`config.mk`:
```
export PLATFORM = sky130hd
export DESIGN_NAME = fnd_scan_controller
export DESIGN_NICKNAME = d
export VERILOG_FILES = /design/src/rtl/fnd_scan_controller.sv
export SDC_FILE = /design/constraint.sdc
export NUM_CORES = 1
export LEC_CHECK = 0
export ABC_CLOCK_PERIOD_IN_PS = 2700
export CORE_ASPECT_RATIO = 1.1
export CORE_UTILIZATION = 25
export DETAILED_ROUTE_END_ITERATION = 16
export GPL_ROUTABILITY_DRIVEN = 0
export SYNTH_ARGS = -nofsm -noshare
export SYNTH_HDL_FRONTEND = slang
export SYNTH_SLANG_ARGS = --single-unit
```
`constraint.sdc`:
```
create_clock -name i_clk -period 2.7 [get_ports i_clk]
set_clock_uncertainty 0.15 [all_clocks]
set_input_delay 0.54 -clock i_clk [delete_from_list [all_inputs] [get_ports i_clk]]
set_output_delay 0.54 -clock i_clk [all_outputs]
set_load 0.01 [all_outputs]
```
`src/rtl/fnd_scan_controller.sv`:
```
// fnd_scan_controller: latches a binary value, converts it to BCD by sequential double-dabble,
// and time-multiplexes it onto a 4-digit common-anode seven-segment display.
module fnd_scan_controller #(
    parameter int REFRESH_DIV = 100_000
) (
    input  logic        i_clk,
    input  logic        i_reset,
    input  logic [13:0] i_value,
    input  logic        i_load,
    input  logic        i_blankZero,
    output logic [3:0]  o_fndCom,
    output logic [7:0]  o_fndFont,
    output logic        o_busy,
    output logic        o_overflow
);
    localparam int DW = $clog2(REFRESH_DIV);

    typedef enum logic {IDLE, CONV} state_t;

    state_t        state_q, state_d;
    logic [3:0]    iter_q, iter_d;
    logic [29:0]   work_q, work_d;
    logic          cap_ovf_q, cap_ovf_d;
    logic [15:0]   disp_q, disp_d;
    logic          ovf_q, ovf_d;
    logic [1:0]    idx_q, idx_d;
    logic [DW-1:0] div_q, div_d;
    logic [3:0]    com_q, com_d;
    logic [7:0]    font_q, font_d;
    logic          busy_q, busy_d;
    logic [15:0]   adj;
    logic [29:0]   step;
    logic [3:0]    digit;
    logic          blank;

    function automatic logic [7:0] seg(input logic [3:0] d);
        case (d)
            4'd0:    seg = 8'hC0;
            4'd1:    seg = 8'hF9;
            4'd2:    seg = 8'hA4;
            4'd3:    seg = 8'hB0;
            4'd4:    seg = 8'h99;
            4'd5:    seg = 8'h92;
            4'd6:    seg = 8'h82;
            4'd7:    seg = 8'hF8;
            4'd8:    seg = 8'h80;
            4'd9:    seg = 8'h90;
            default: seg = 8'hBF;
        endcase
    endfunction

    always_comb begin
        adj = '0;
        for (int k = 0; k < 4; k++)
            adj[4*k +: 4] = work_q[14+4*k +: 4] >= 4'd5 ? work_q[14+4*k +: 4] + 4'd3 : work_q[14+4*k +: 4];
        step = {adj[14:0], work_q[13:0], 1'b0};
        state_d   = state_q;
        iter_d    = iter_q;
        work_d    = work_q;
        cap_ovf_d = cap_ovf_q;
        disp_d    = disp_q;
        ovf_d     = ovf_q;
        if (state_q == IDLE) begin
            if (i_load) begin
                state_d   = CONV;
                iter_d    = 4'd0;
                work_d    = {16'd0, i_value};
                cap_ovf_d = i_value > 14'd9999;
            end
        end else begin
            work_d = step;
            iter_d = iter_q + 4'd1;
            // Last iteration: publish all four digits and the overflow flag together
            if (iter_q == 4'd13) begin
                state_d = IDLE;
                disp_d  = step[29:14];
                ovf_d   = cap_ovf_q;
            end
        end
        busy_d = state_d == CONV;
        div_d  = div_q == DW'(REFRESH_DIV - 1) ? '0 : div_q + 1'b1;
        idx_d  = div_q == DW'(REFRESH_DIV - 1) ? idx_q + 2'd1 : idx_q;
        digit  = disp_q[{idx_q, 2'b00} +: 4];
        blank  = i_blankZero && !ovf_q && idx_q != 2'd0 && (disp_q >> {idx_q, 2'b00}) == 16'd0;
        com_d  = ~(4'b0001 << idx_q);
        font_d = ovf_q ? 8'hBF : blank ? 8'hFF : seg(digit);
    end

    always_ff @(posedge i_clk) begin
        if (i_reset) begin
            state_q   <= IDLE;
            iter_q    <= '0;
            work_q    <= '0;
            cap_ovf_q <= 1'b0;
            disp_q    <= '0;
            ovf_q     <= 1'b0;
            idx_q     <= '0;
            div_q     <= '0;
            com_q     <= 4'b1111;
            font_q    <= 8'hFF;
            busy_q    <= 1'b0;
        end else begin
            state_q   <= state_d;
            iter_q    <= iter_d;
            work_q    <= work_d;
            cap_ovf_q <= cap_ovf_d;
            disp_q    <= disp_d;
            ovf_q     <= ovf_d;
            idx_q     <= idx_d;
            div_q     <= div_d;
            com_q     <= com_d;
            font_q    <= font_d;
            busy_q    <= busy_d;
        end
    end

    assign o_fndCom   = com_q;
    assign o_fndFont  = font_q;
    assign o_busy     = busy_q;
    assign o_overflow = ovf_q;
endmodule
```
Word-level counts from Yosys, hierarchy flattened
Memories as Yosys holds them, arrays and structs flattened.
Index checks and enable logic that the tools add are counted.
{ "classes": {"addsub": 7, "order_cmp": 5, "n_eq_ne": 2, "shift": 3, "n_mux": 13, "bitwise": 2, "n_reduce_logical": 12} }
{ "op_table": {"columns": ["operator", "n"], "rows": [
  ["2-to-1 mux 30 bit", 2],
  ["2-to-1 mux 4 bit", 5],
  ["adder 17 x 1 -> 17 bit, second input constant", 1],
  ["equality test 17 bit, second input constant", 1],
  ["greater-or-equal comparator 4 x 3 -> 1 bit, second input constant", 4],
  ["logical NOT 16 bit", 1],
  ["indexed part select 16 x 5 -> 4 bit", 1],
  ["right shift 16 x 4 -> 16 bit", 1],
  ["> comparator 14 bit, second input constant", 1],
  ["2-to-1 mux 7 bit", 2],
  ["adder 4 x 2 -> 4 bit, second input constant", 3],
  ["adder 4 x 1 -> 4 bit, second input constant", 1],
  ["equality test 4 bit, second input constant", 1],
  ["inverter 4 bit", 1],
  ["AND reduction 2 bit", 2],
  ["nonzero test 2 bit", 2],
  ["OR reduction 2 bit", 2],
  ["<< shifter 1 x 2 -> 4 bit, first input constant", 1],
  ["adder 3 x 2 -> 3 bit, second input constant", 1],
  ["logical AND 1 bit", 3],
  ["2-to-1 mux 1 bit", 3],
  ["2-to-1 mux 3 bit", 1],
  ["OR reduction 3 bit", 1],
  ["adder 2 x 1 -> 2 bit, second input constant", 1],
  ["other kinds (2)", 2]
]} }
{ "totals": {"regBits": 84, "rom_bits": 112, "out_inout_bits": 14, "wordCells": 57, "n_memories": 1} }
{ "mem_list": {"columns": ["name", "depth", "width", "rd", "rd_ports_with_merged_regs", "wr", "line", "source"], "rows": [
  ["(name not given)", 16, 7, 1, 0, 0, "37", "case (d)"]
]} }

Longest topological paths before layout
{ "depth": {"depth_word": 6, "ltp_mapped": 9} }

Worst setup path before layout
OpenSTA, ideal clock, no wires.
{ "synth_timing": {"path_type": "register -> register", "startpoint": "register idx_q[0]", "endpoint": "register font_q[5] (netlist: o_fndFont[5])", "setup_time_ns": 0.127, "arrival_ns": 1.825, "required_ns": 2.423, "setup_slack_ns": 0.598, "path_stages_with_launch": 9, "n_path_buf": 1, "synth_period_minus_slack_ns": 2.102, "path_cell_list": "dfxtp_1 buf_6 mux4_2 inv_1 ha_1 nor2_1 a21oi_2 nor2_1 or3_1"} }
{ "synth_between": {"elab_chain_len": 4} }
{ "synth_lines": {"columns": ["item", "line", "source"], "rows": [
  ["start, declared", "26", "logic [1:0] idx_q, idx_d;"],
  ["start signal, assigned", "109", "idx_q <= idx_d;"],
  ["branches (longest 4 deep; another with memory (16 x 7 bit))", null, null],
  ["end signal, assigned", "112", "font_q <= font_d;"],
  ["end, declared", "29", "logic [7:0] font_q, font_d;"]
]} }
Parallel ways; which one is timed is not known.
A chain may end at the register's enable or synchronous reset.

Worst setup path in the final report
Same ends and word-level chain as after synthesis.

==> impl_metrics.py <==
metrics = {
    "status": {
        "status": "complete, no violations",
    },
    "pwr": {
        "seq_power_share_pct": 46.0,
        "total_power_w": 0.002754,
        "internal_power_w": 0.002146,
        "p_comb_share_pct": 6.1,
        "peakVddDrop_mv": 0.3216,
        "p_per_area_mw_per_mm2": 566.8,
        "p_sw_w": 0.0006084,
        "p_sw_share_pct": 22.09,
        "pwr-share-clk_pct": 47.9,
        "p_leak_nw": 1.760,
    },
    "timing": {
        "period_share_pct": 88.21,
        "max_slew_margin_pct": 60.86,
        "max_freq_mhz": 419.9,
        "drv_slew": 0,
        "finalHoldViolations": 0,
        "final.min_clock_period_ns": 2.382,
        "tightest_slew_ns": 0.5872,
        "fin_tns_setup_ns": 0,
        "grt_setup_unrepaired": "no",
        "setup_viol": 0,
    },
    "cells_and_area": {
        "drive_gt1_share_pct": 10.16,
        "final_util_pct": 30.77,
        "area_delta_synth_final_pct": 19.54,
        "final_nets": 535,
        "diodes": 0,
    },
    "grt": {
        "grt_usage_pct": 10.49,
        "grt_max_degree": 59,
        "grt_pass1_wl_mm": 14.02,
        "grt_pass1_vias": 3116,
        "grt-ovfl-total": 0,
        "antenna_found_initial": 0,
    },
    "hold_path": {
        "min_path_type": "primary input to flop",
        "whs_path_depth": 2,
    },
    "routing": {
        "ant_nets": 0,
        "wl_met3_um": 376,
        "first_pass_iters": 4,
        "viasPerCell": 4.657,
        "wl_per_cell_um": 11.41,
        "wl_met1_mm": 3.815,
        "vias": 3269,
        "drt_wl_total_mm": 8.009,
        "post-route-drc-count": 0,
        "wl_met2_mm": 3.728,
        "drt_iter0_drc": 185,
        "top_layer": "met4",
    },
    "synthesis": {
        "synth_cells": 474,
        "yosys.cell_types.count": 49,
        "postSynthAreaPerCell_sq_um": 8.576,
        "ys_seq_area_share_pct": 40.87,
        "syn_area_sq_mm": 0.004065,
        "synth_warnings": 0,
        "synth_fp_nets": 512,
        "synth-seq-cells": 83,
    },
    "worst_setup_path": {
        "worstSetupStartpointType": "flop",
        "critPathArrivalTime_ns": 2.45,
        "path_class": "flop to flop",
        "cp.required_ns": 2.76,
        "worstRegToRegCells": 7,
        "critPathCaptureType": "flop",
        "critPathMaxFanout": 11,
    },
    "clock_network": {
        "post_cts_resized": 0,
        "cts.sinks": 83,
        "cts_tree": "yes",
        "clock_latency_ns": 0.34,
        "clkTransAtPathRegs_ns": 0.06,
        "postCtsSetupBuffers": 0,
        "cts_max_level": 3,
        "cts_buffers": 9,
        "clockRootBuffer": "clkbuf_16",
        "ctsHoldBuffers": 0,
        "cts_buffer_depth": 2,
    },
    "floorplan": {
        "core_sq_mm": 0.01580,
        "initial_utilization_pct": 25.74,
        "row_count": 48,
        "ios": 32,
        "chipHeight_um": 135.7,
        "dieWidth_um": 123.6,
        "die_area_sq_mm": 0.01677,
    },
    "job": {
        "drv_cap": 0,
    },
    "place": {
        "io_buffers": 30,
        "dp.final_hpwl_mm": 5.682,
    },
}
[power groups by stage]
stage | Combinational [W] | Sequential (W) | Clock [W]
6_report | 0.000168 | 0.00127 | 0.00132
5_1_grt | 0.000190 | 0.00127 | 0.00142
4_1_cts | 0.000170 | 0.00127 | 0.00136
3_5_place_dp | 0.000169 | 0.00129 | 0
3_3_place_gp | 0.000166 | 0.00129 | 0
2_1_floorplan | 0.000108 | 0.00129 | 0
[path summary, 6_finish.rpt]
kind	startpoint	slack, ns	to
worst max register to register	idx_q[0]	0.32	o_fndFont[5]
worst max-delay path	idx_q[0]	0.32	o_fndFont[5]
worst min-delay path	i_reset	0.29	div_q[2]
worst min register to register	cap_ovf_q	0.30	o_overflow
[per-stage QoR]
stage	hold WS, ns	area, sq um	worst slack [ns]	cells
floorplan	0.2774	4065	0.5985	474
global placement	0.2879	4534	0.3680	686
detailed placement	0.2927	4534	0.3133	686
CTS	0.2799	4860	0.2884	702
global route	0.2894	4860	0.1193	702
finish	0.2853	4860	0.3183	702
[cell usage after synthesis, drive strengths merged]
master / n / area (sq um)
nor2: 84 / 340.3
dfxtp: 83 / 1662
a21oi: 51 / 259.0
nand2: 32 / 120.1
inv: 21 / 78.83
ha: 20 / 250.2
mux2i: 20 / 200.2
clkbuf: 18 / 67.56
nor3: 17 / 96.35
xnor2: 13 / 113.9
o21ai: 12 / 63.81
nand3: 11 / 55.05
nor3b: 11 / 82.58
buf: 9 / 77.57
nand2b: 9 / 56.30
nor2b: 7 / 51.30
xor2: 7 / 61.31
nand4: 5 / 31.28
or3: 5 / 31.28
or4: 5 / 41.29
a211oi: 4 / 35.03
a311oi: 4 / 35.03
mux4: 4 / 90.09
nor4: 3 / 18.77
o21ba: 3 / 30.03
or2: 3 / 18.77
a211o: 2 / 17.52
o22ai: 2 / 12.51
a31oi: 1 / 6.260
a41oi: 1 / 8.760
and3: 1 / 6.260
and4: 1 / 8.760
conb: 1 / 3.750
nand3b: 1 / 7.510
nand4b: 1 / 8.760
o2111ai: 1 / 8.760
o31a: 1 / 8.760
[state kept, by name, summed over array words and instances (netlist names)]
signal	count
work_q	30
div_q	17
disp_q	16
o_fndFont	7
iter_q	4
o_fndCom	4
idx_q	2
cap_ovf_q	1
o_busy	1
o_overflow	1
[logic make-up after synthesis]
logic type | after synthesis | synth area share (%)
buffers and inverters | 48 | 5.509
AO/OA/AOI/OAI | 82 | 11.94
XOR/XNOR | 20 | 4.309
flip-flops | 83 | 40.87
AND/OR/NAND/NOR | 196 | 23.98
other | 1 | 0.09225
adder cells (fa/ha/maj) | 20 | 6.156
multiplexers | 24 | 7.141
[metal layers]
layer / vias up / GRT usage (%)
li1: 1659 / -
met1: 1542 / 12.81
met2: 59 / 17.31
met3: 9 / 3.367
met4: 0 / 3.213
met5: - / 0
[area by class of cell]
class | instances | area [sq um]
repair buffers | 39 | 362.8
well taps | 200 | 250.2
multi-input cells | 343 | 2180
flip-flops and latches | 83 | 1663
clock buffers | 9 | 225.2
clock inverters | 7 | 100.1
inverters | 21 | 78.83
fillers | 1657 | 10940
[critical path, stage by stage (launching register included)]
cell and delay [ns]:
dfxtp_1 0.61, mux4_2 0.63, inv_1 0.13, ha_1 0.18
nor2_1 0.06, a21oi_2 0.10, nor2_1 0.04, or3_1 0.35
[layout by cell type (no fill, tap or decap), drive strengths merged, types with 13 or more instances in the layout]
cell / netlist / routed
nor2: 84 / 84
ha: 20 / 20
xnor2: 13 / 13
nor3: 17 / 17
dfxtp: 83 / 83
nand2: 32 / 32
inv: 21 / 23
mux2i: 20 / 20
clkdlybuf4s50: 0 / 29
a21oi: 51 / 51
(Power assumes the default switching activity.)
